===== src/rtl/stp_frame_collector_if.sv =====
// Sample/frame bus between a sample source and stp_frame_collector.
// master: source of samples, sink of frames. slave: the collector.
interface stp_frame_collector_if #(
  parameter int IN_W = 18
);
  logic                   data_valid;
  logic signed [IN_W-1:0] data_in;
  logic                   frame_sync;
  logic                   stp_valid;
  logic                   frame_drop;
  logic                   sync_slip;
  logic signed [15:0]     po_0, po_1, po_2, po_3, po_4, po_5, po_6, po_7;
  logic signed [15:0]     po_8, po_9, po_10, po_11, po_12, po_13, po_14, po_15;

  modport master (
    output data_valid, data_in, frame_sync,
    input  stp_valid, frame_drop, sync_slip,
    input  po_0, po_1, po_2, po_3, po_4, po_5, po_6, po_7,
    input  po_8, po_9, po_10, po_11, po_12, po_13, po_14, po_15
  );

  modport slave (
    input  data_valid, data_in, frame_sync,
    output stp_valid, frame_drop, sync_slip,
    output po_0, po_1, po_2, po_3, po_4, po_5, po_6, po_7,
    output po_8, po_9, po_10, po_11, po_12, po_13, po_14, po_15
  );
endinterface


===== src/rtl/stp_frame_collector.sv =====
// stp_frame_collector: gathers 16 signed samples into a frame for the FFT.
// A completed frame is published on po_* with a one-cycle stp_valid and then
// frozen for HOLD_CYC cycles; a frame completing inside that window is dropped.
// Optional feature macro STP_SAT_EN: saturate samples to 16 bits instead of
// keeping the low 16 bits.
module stp_frame_collector #(
  parameter int IN_W     = 18,
  parameter int HOLD_CYC = 7
) (
  input logic                clk,
  input logic                rst,
  stp_frame_collector_if.slave bus
);

  localparam int GW = (HOLD_CYC < 1) ? 1 : $clog2(HOLD_CYC + 1);

  logic        [3:0]    cnt;
  logic        [GW-1:0] guard;
  logic signed [15:0]   buf_q [15];
  logic signed [15:0]   po_q  [16];
  logic signed [15:0]   sample;
  logic                 stp_valid_q;
  logic                 frame_drop_q;
  logic                 sync_slip_q;

`ifdef STP_SAT_EN
  logic [IN_W-16:0] hi_bits;

  // Clamp to the 16-bit range when the upper bits are not pure sign extension.
  always_comb begin
    hi_bits = bus.data_in[IN_W-1:15];
    sample  = bus.data_in[15:0];
    if (!((&hi_bits) || !(|hi_bits))) begin
      sample = bus.data_in[IN_W-1] ? 16'sh8000 : 16'sh7FFF;
    end
  end
`else
  logic unused_hi;

  // Plain two's-complement truncation; the upper bits are intentionally dropped.
  assign sample    = bus.data_in[15:0];
  assign unused_hi = ^bus.data_in;
`endif

  // Sample accept, frame publish/drop, resync and hold-window countdown.
  always_ff @(posedge clk) begin
    if (rst) begin
      cnt          <= '0;
      guard        <= '0;
      stp_valid_q  <= 1'b0;
      frame_drop_q <= 1'b0;
      sync_slip_q  <= 1'b0;
      for (int k = 0; k < 15; k++) buf_q[k] <= '0;
      for (int k = 0; k < 16; k++) po_q[k]  <= '0;
    end else begin
      stp_valid_q  <= 1'b0;
      frame_drop_q <= 1'b0;
      sync_slip_q  <= 1'b0;
      if (guard != '0) guard <= guard - 1'b1;

      if (bus.data_valid) begin
        if (bus.frame_sync && (cnt != 4'd0)) begin
          // Resync: the new sample becomes index 0 of a fresh frame.
          buf_q[0]    <= sample;
          cnt         <= 4'd1;
          sync_slip_q <= 1'b1;
        end else if (cnt == 4'd15) begin
          cnt <= 4'd0;
          if (guard == '0) begin
            for (int k = 0; k < 15; k++) po_q[k] <= buf_q[k];
            po_q[15]    <= sample;
            stp_valid_q <= 1'b1;
            guard       <= GW'(HOLD_CYC);
          end else begin
            frame_drop_q <= 1'b1;
          end
        end else begin
          buf_q[cnt] <= sample;
          cnt        <= cnt + 4'd1;
        end
      end
    end
  end

  assign bus.stp_valid  = stp_valid_q;
  assign bus.frame_drop = frame_drop_q;
  assign bus.sync_slip  = sync_slip_q;
  assign bus.po_0  = po_q[0];
  assign bus.po_1  = po_q[1];
  assign bus.po_2  = po_q[2];
  assign bus.po_3  = po_q[3];
  assign bus.po_4  = po_q[4];
  assign bus.po_5  = po_q[5];
  assign bus.po_6  = po_q[6];
  assign bus.po_7  = po_q[7];
  assign bus.po_8  = po_q[8];
  assign bus.po_9  = po_q[9];
  assign bus.po_10 = po_q[10];
  assign bus.po_11 = po_q[11];
  assign bus.po_12 = po_q[12];
  assign bus.po_13 = po_q[13];
  assign bus.po_14 = po_q[14];
  assign bus.po_15 = po_q[15];

endmodule


===== src/flat_wrapper.sv =====
// flat-port wrapper written by rule: the top's interface ports become plain ports
module stp_frame_collector_flat 
#(
  parameter int IN_W     = 18,
  parameter int HOLD_CYC = 7
)
  (clk, rst, bus_data_valid, bus_data_in, bus_frame_sync, bus_stp_valid, bus_frame_drop, bus_sync_slip, bus_po_0, bus_po_1, bus_po_2, bus_po_3, bus_po_4, bus_po_5, bus_po_6, bus_po_7, bus_po_8, bus_po_9, bus_po_10, bus_po_11, bus_po_12, bus_po_13, bus_po_14, bus_po_15);
  stp_frame_collector_if #(.IN_W(IN_W)) bus_i ();
  input logic clk;
  input logic rst;
  input wire logic [$bits(bus_i.data_valid)-1:0] bus_data_valid;
  input wire logic [$bits(bus_i.data_in)-1:0] bus_data_in;
  input wire logic [$bits(bus_i.frame_sync)-1:0] bus_frame_sync;
  output wire logic [$bits(bus_i.stp_valid)-1:0] bus_stp_valid;
  output wire logic [$bits(bus_i.frame_drop)-1:0] bus_frame_drop;
  output wire logic [$bits(bus_i.sync_slip)-1:0] bus_sync_slip;
  output wire logic [$bits(bus_i.po_0)-1:0] bus_po_0;
  output wire logic [$bits(bus_i.po_1)-1:0] bus_po_1;
  output wire logic [$bits(bus_i.po_2)-1:0] bus_po_2;
  output wire logic [$bits(bus_i.po_3)-1:0] bus_po_3;
  output wire logic [$bits(bus_i.po_4)-1:0] bus_po_4;
  output wire logic [$bits(bus_i.po_5)-1:0] bus_po_5;
  output wire logic [$bits(bus_i.po_6)-1:0] bus_po_6;
  output wire logic [$bits(bus_i.po_7)-1:0] bus_po_7;
  output wire logic [$bits(bus_i.po_8)-1:0] bus_po_8;
  output wire logic [$bits(bus_i.po_9)-1:0] bus_po_9;
  output wire logic [$bits(bus_i.po_10)-1:0] bus_po_10;
  output wire logic [$bits(bus_i.po_11)-1:0] bus_po_11;
  output wire logic [$bits(bus_i.po_12)-1:0] bus_po_12;
  output wire logic [$bits(bus_i.po_13)-1:0] bus_po_13;
  output wire logic [$bits(bus_i.po_14)-1:0] bus_po_14;
  output wire logic [$bits(bus_i.po_15)-1:0] bus_po_15;
  assign bus_i.data_valid = bus_data_valid;
  assign bus_i.data_in = bus_data_in;
  assign bus_i.frame_sync = bus_frame_sync;
  assign bus_stp_valid = bus_i.stp_valid;
  assign bus_frame_drop = bus_i.frame_drop;
  assign bus_sync_slip = bus_i.sync_slip;
  assign bus_po_0 = bus_i.po_0;
  assign bus_po_1 = bus_i.po_1;
  assign bus_po_2 = bus_i.po_2;
  assign bus_po_3 = bus_i.po_3;
  assign bus_po_4 = bus_i.po_4;
  assign bus_po_5 = bus_i.po_5;
  assign bus_po_6 = bus_i.po_6;
  assign bus_po_7 = bus_i.po_7;
  assign bus_po_8 = bus_i.po_8;
  assign bus_po_9 = bus_i.po_9;
  assign bus_po_10 = bus_i.po_10;
  assign bus_po_11 = bus_i.po_11;
  assign bus_po_12 = bus_i.po_12;
  assign bus_po_13 = bus_i.po_13;
  assign bus_po_14 = bus_i.po_14;
  assign bus_po_15 = bus_i.po_15;
  stp_frame_collector #(.IN_W(IN_W), .HOLD_CYC(HOLD_CYC)) u_core (.clk(clk), .rst(rst), .bus(bus_i));
endmodule

===== config.mk =====
export PLATFORM = sky130hd
export DESIGN_NAME = stp_frame_collector_flat
export DESIGN_NICKNAME = d
export VERILOG_FILES = /design/src/rtl/stp_frame_collector_if.sv /design/src/rtl/stp_frame_collector.sv /design/src/flat_wrapper.sv
export SDC_FILE = /design/constraint.sdc
export NUM_CORES = 1
export LEC_CHECK = 0
export ABC_AREA = 0
export CAP_MARGIN = 30
export CORE_MARGIN = 2
export CORE_UTILIZATION = 58
export CTS_CLUSTER_DIAMETER = 200
export CTS_CLUSTER_SIZE = 24
export DETAILED_ROUTE_END_ITERATION = 8
export PLACE_DENSITY = 0.85
export SYNTH_ARGS = -nofsm -noshare
export SYNTH_HDL_FRONTEND = slang
export SYNTH_SLANG_ARGS = --single-unit

===== constraint.sdc =====
create_clock -name clk -period 55.2 [get_ports clk]
set_clock_uncertainty 0.05 [all_clocks]
set_input_delay 5.52 -clock clk [delete_from_list [all_inputs] [get_ports clk]]
set_output_delay 5.52 -clock clk [all_outputs]
set_load 0.1 [all_outputs]

==> results.json, run 1 <==
{
  "nNetsFinal": 1507,
  "post-dp-hpwl_um": 26500,
  "path_class": "primary input to register",
  "ys_async_sr_fraction": 0,
  "clkSinkCount": 506,
  "die-width_um": 183,
  "drc": 0,
  "max_freq_mhz": 119,
  "cp-start-kind": "primary input",
  "cpMostUsedCell": "buf_4",
  "nFillCells": 1930,
  "path_clk_slew_ns": 0.10,
  "grt_overflow": 0,
  "dr.first_iter.drc_count": 1238,
  "numCtsBuffers": 25,
  "synth_flop_cell": "edfxtp_1",
  "synth_common_cells": "496 x edfxtp_1, 228 x nor2_1, 176 x and2_1",
  "maxSlewHeadroom": 0.293,
  "postRouteAntennaNets": 0,
  "grt_pass1_vias": 10300,
  "synth_top_area_share": 0.798,
  "antenna_found_initial": 0,
  "grt_first_pass_wirelength_um": 62700,
  "rows": 65,
  "gp_congestion": 0.829,
  "ir_worst_vdd_mv": 0.0241,
  "wl_per_cell_um": 22.3,
  "pre_cts_slack_ns": 46.23,
  "yosysWarnings": 0,
  "die_area_mm2": 0.0336,
  "synth-edff-count": 496,
  "status": "finished clean",
  "synth-seq-area-share": 0.808,
  "multi_input_area_mm2": 0.00332,
  "worstPathMaxFanout": 75,
  "tightest_slew_ns": 1.06,
  "detail_route.first_pass.iterations": 5,
  "syn_area_per_cell_um2": 15.4,
  "critPathMaxStageDelay_ns": 0.83,
  "critPathBufInv": 3,
  "final_area_mm2": 0.0230,
  "ctsLongestPathBuffers": 3,
  "grt_use_total": 0.253,
  "hold_ws_ns": 0.473,
  "drt-total-wl_um": 42400,
  "fin_util": 0.726,
  "holdCritPathClass": "register to register",
  "syn-num-nets": 1243,
  "synthCells": 1214,
  "ys_types": 34,
  "setup_violations": 0,
  "ys_ff_latch": 506,
  "avgViaCountPerCell": 5.50,
  "start_util": 0.590,
  "die_h_um": 183,
  "fin_crit_sh": 0.152,
  "layout-drive-gt1-share": 0.0521,
  "cp-end-kind": "register",
  "cp_cell_sequence": "clkdlybuf4s50_1, nand2b_1, or2_2, o21ai_4, buf_4, buf_4",
  "power.leakage_nw": 8.01,
  "finalHoldViolCount": 0,
  "yosysMostFrequentCell": "edfxtp_1",
  "cap_viol_max_count": 0,
  "min_period_ns": 8.42,
  "num_io_pins": 281,
  "grt_setup_unrepaired": "false",
  "cts_hold_buf": 0,
  "area_growth_pct": 23.0,
  "drv_slew": 0,
  "synth_area_leader_cell": "edfxtp_1",
  "synthTopCellsByArea": "edfxtp_1 80%, and2_1 5.9%, nor2_1 4.6%",
  "layout_setup_ws_ns": 46.78,
  "ff_latch_area_mm2": 0.0151,
  "dpl-instance-area_mm2": 0.0221,
  "cpMaxStageDelayCell": "buf_4",
  "vias": 10500,
  "power_density_mw_per_mm2": 32.7,
  "cp_top_family": "buffers and inverters",
  "cts_tree": "done",
  "io_buffers": 278,
  "clock_latency_ns": 0.57,
  "cts_resized": 0,
  "cts_setup_buffers": 0,
  "required_ns": 55.34,
  "ctsHtreeMaxLevel": 1,
  "r2r_slack_ns": 51.26,
  "syn_area_mm2": 0.0187,
  "root_buffer": "clkbuf_16",
  "core_area_mm2": 0.0316,
  "cp.arrival_ns": 8.55,
  "setup_tns_ns": 0,
  "grt_max_degree": 89
}
-- final timing paths --
kind,startpoint,endpoint,cells after the start
worst min-delay path,u_core.buf_q[7][3],u_core.po_q[0][115],1
worst max register to register,u_core.cnt[0],u_core.buf_q[14][4],6
worst min register to register,u_core.buf_q[7][3],u_core.po_q[0][115],1
worst max-delay path,bus_data_valid,u_core.po_q[1][22],6
-- area by class of cell --
| type | instances | share of cell area |
|---|---|---|
| repair buffers | 307 | 0.142 |
| flip-flops and latches | 506 | 0.657 |
| clock inverters | 2 | 0.00169 |
| diodes | 2 | 0.000218 |
| multi-input cells | 625 | 0.144 |
| clock buffers | 44 | 0.0303 |
| inverters | 13 | 0.00212 |
| well taps | 402 | 0.0219 |
-- flip-flops by register name, summed over array words and instances, names as in the netlist --
| name | cells |
|---|---|
| u_core.bus.sync_slip | 1 |
| u_core.buf_q | 240 |
| u_core.guard | 3 |
| u_core.bus.stp_valid | 1 |
| u_core.cnt | 4 |
| u_core.po_q | 256 |
| u_core.bus.frame_drop | 1 |
-- per-stage QoR --
step,power (mW),std cells
6_report,0.751,1901
5_1_grt,0.772,1899
3_3_place_gp,0.552,1835
4_1_cts,0.752,1894
2_1_floorplan,0.531,1214
3_5_place_dp,0.557,1848
-- metal layers --
metal  wire length [µm]  track usage
met4               1030       0.0678
met3               3520       0.0418
met2              21900        0.444
met1              15900        0.331
met5                  0            0
-- cells by family after synthesis --
group	after synthesis	synth area share
XOR/XNOR	1	0.000469
flip-flops	506	0.808
buffers and inverters	83	0.0185
AND/OR/NAND/NOR	584	0.157
AO/OA/AOI/OAI	33	0.0114
adder cells (fa/ha/maj)	7	0.00469
-- worst register-to-register path, stage by stage (launching register included) --
cell      delay (ns)
dfxtp_1         0.38
inv_1           0.13
ha_1            0.70
or3b_1          0.50
a2111o_2        0.49
buf_4           0.33
o21ai_2         0.95
-- layout by cell type (no fill, tap or decap), types with 2 or more instances in the layout --
cell type,netlist,layout
nand2_1,71,71
a21oi_1,5,5
clkbuf_16,0,25
clkbuf_1,42,19
o21ai_2,0,11
ha_1,7,7
nand2b_1,3,3
inv_1,13,13
edfxtp_1,496,496
o21ai_0,13,3
or4_4,0,2
diode_2,0,2
buf_4,0,13
nor2b_1,97,97
dfxtp_1,10,10
o41ai_2,0,3
buf_16,0,12
nor2_1,228,228
clkdlybuf4s50_1,0,277
a211oi_1,2,2
buf_8,0,4
and2_1,176,176
a2111o_2,0,2
-- where the power goes --
part           internal, mW  switching, mW
Combinational        0.0218         0.0843
Sequential            0.437        0.00530
Clock                0.0877          0.115
Total                 0.546          0.205
Note: power is estimated with default switching activity, not from simulation.
==> inputs of run 2 (changes only) <==
- CORE_UTILIZATION: 58 -> 54
- PLACE_DENSITY: 0.85 -> 0.8
- clock period: 55.2 -> 7.8 ns (I/O delays scaled with it)
==> results.json, run 2 (synthesis gave the netlist of run 1 again) <==
{
  "rows": 68,
  "grt_pass1_vias": 10100,
  "fin_crit_sh": 0.487,
  "numCtsBuffers": 25,
  "die_area_mm2": 0.0361,
  "final_area_mm2": 0.0229,
  "largest_reg_flops": 256,
  "clock_latency_ns": 0.57,
  "nFillCells": 2326,
  "detail_route.first_pass.iterations": 5,
  "finalHoldViolCount": 0,
  "ir_worst_vdd_mv": 0.172,
  "endpoint": "u_core.buf_q[2][4]",
  "gr-usage-met1": 0.312,
  "start_util": 0.545,
  "drv_slew": 0,
  "core_area_mm2": 0.0343,
  "r2r-end": "u_core.buf_q[2][4]",
  "status": "finished clean",
  "dr.first_iter.drc_count": 943,
  "io_buffers": 278,
  "clockPowerShare": 0.270,
  "switching_share": 0.272,
  "avgViaCountPerCell": 5.29,
  "ctsHtreeMaxLevel": 1,
  "seq_power_share": 0.590,
  "maxSlewHeadroom": 0.302,
  "path_clk_slew_ns": 0.10,
  "grtUsageMet3": 0.0288,
  "wl_per_cell_um": 21.4,
  "gp_congestion": 0.789,
  "die-width_um": 190,
  "r2r_slack_ns": 4.00,
  "max_freq_mhz": 263,
  "fin_util": 0.667,
  "setup_violations": 0,
  "ctsLongestPathBuffers": 3,
  "final_common_cell": "edfxtp_1",
  "cp.arrival_ns": 3.92,
  "path_class": "register to register",
  "hold_ws_ns": 0.457,
  "r2r_cells": 6,
  "min_path_cells": 1,
  "cts_setup_buffers": 0,
  "tightest_slew_ns": 1.04,
  "drc": 0,
  "drt-total-wl_um": 41600,
  "grt_first_pass_wirelength_um": 61000,
  "multi_input_area_mm2": 0.00332,
  "crit_start": "u_core.cnt[0]",
  "cts_hold_buf": 0,
  "layout-drive-gt1-share": 0.0477,
  "power.leakage_nw": 7.94,
  "p_int_mw": 3.86,
  "reg_top3": "u_core.po_q: 256 flops, u_core.buf_q: 240 flops, u_core.cnt: 4 flops",
  "vias": 10300,
  "cp-start-kind": "register",
  "grt_overflow": 0,
  "postRouteAntennaNets": 0,
  "p_sw_mw": 1.44,
  "required_ns": 7.92,
  "cts_resized": 0,
  "min_period_ns": 3.80,
  "area_growth_pct": 22.5,
  "cap_viol_max_count": 0,
  "grt_max_degree": 130,
  "regMostFlops": "u_core.po_q",
  "combPwrFrac": 0.140,
  "die_h_um": 190,
  "antenna_found_initial": 0,
  "setup_tns_ns": 0,
  "grt_use_total": 0.228,
  "nNetsFinal": 1500,
  "ff_latch_area_mm2": 0.0151,
  "grt.busiest_layer": "met2",
  "power_density_mw_per_mm2": 232,
  "grt_setup_unrepaired": "false",
  "timing.rr.start": "u_core.cnt[0]",
  "worstPathMaxFanout": 34,
  "post-dp-hpwl_um": 25600,
  "clkSinkCount": 506,
  "holdCritPathClass": "register to register",
  "num_io_pins": 281,
  "root_buffer": "clkbuf_16",
  "dpl-instance-area_mm2": 0.0220,
  "most-common-layout-cells": "496 x edfxtp_1, 277 x clkdlybuf4s50_1, 228 x nor2_1, 176 x and2_1, 97 x nor2b_1",
  "use_met2": 0.387,
  "cp-end-kind": "register",
  "cts_tree": "done"
}
[run 2: cell types whose count changed in the layout (fill, tap and decap cells not counted), sizes merged]
cell,delta
buf,-7
diode,-1
[run 2: through the flow]
| step | setup slack, ns | total power, mW | std cells |
|---|---|---|---|
| after floorplan | 1.64 | 3.73 | 1214 |
| after detailed placement | 3.66 | 3.93 | 1893 |
| after global routing | 3.83 | 5.45 | 1945 |
| after global placement | 3.75 | 3.91 | 1887 |
| final | 4.00 | 5.30 | 1946 |
| after CTS | 3.74 | 5.32 | 1939 |
[run 2: cell type report]
class / count / area share
sequential: 506 / 0.660
multi-input combinational: 625 / 0.145
timing repair buffer: 300 / 0.136
clock buffer: 44 / 0.0305
tap: 455 / 0.0249
inverter: 13 / 0.00213
clock inverter: 2 / 0.00170
antenna: 1 / 0.000109
[run 2: worst min path at each step]
| stage | from | to | slack (ns) |
|---|---|---|---|
| 5_1_grt | u_core.buf_q[4][3] | u_core.po_q[0][67] | 0.49 |
| 3_5_place_dp | u_core.buf_q[3][7] | u_core.po_q[0][55] | 0.45 |
| 4_1_cts | u_core.buf_q[3][2] | u_core.po_q[0][50] | 0.47 |
| 2_1_floorplan | u_core.buf_q[0][0] | u_core.po_q[0][0] | 0.45 |
| 3_3_place_gp | u_core.buf_q[2][10] | u_core.po_q[0][42] | 0.45 |
| 6_report | u_core.buf_q[3][2] | u_core.po_q[0][50] | 0.46 |
[run 2: power groups by stage]
stage          combinational (mW)  clock, mW  sequential, mW
2_1_floorplan               0.132          0            3.59
3_3_place_gp                0.722          0            3.19
3_5_place_dp                0.738          0            3.19
4_1_cts                     0.739       1.45            3.13
5_1_grt                     0.766       1.54            3.14
6_report                    0.740       1.43            3.13
[run 2: metal layers]
| metal | routed length (µm) | vias up | part of all wire |
|---|---|---|---|
| met3 | 2720 | 61 | 0.065 |
| met5 | 0 | - | 0 |
| li1 | - | 4679 | - |
| met2 | 20900 | 420 | 0.50 |
| met1 | 16800 | 5130 | 0.40 |
| met4 | 1170 | 0 | 0.028 |
[run 2: critical path, cell delays in order (launching register included)]
cell	delay [ns]
dfxtp_1	0.38
inv_1	0.13
ha_1	0.70
inv_1	0.24
a2111o_2	0.68
buf_4	0.37
o21ai_2	0.83
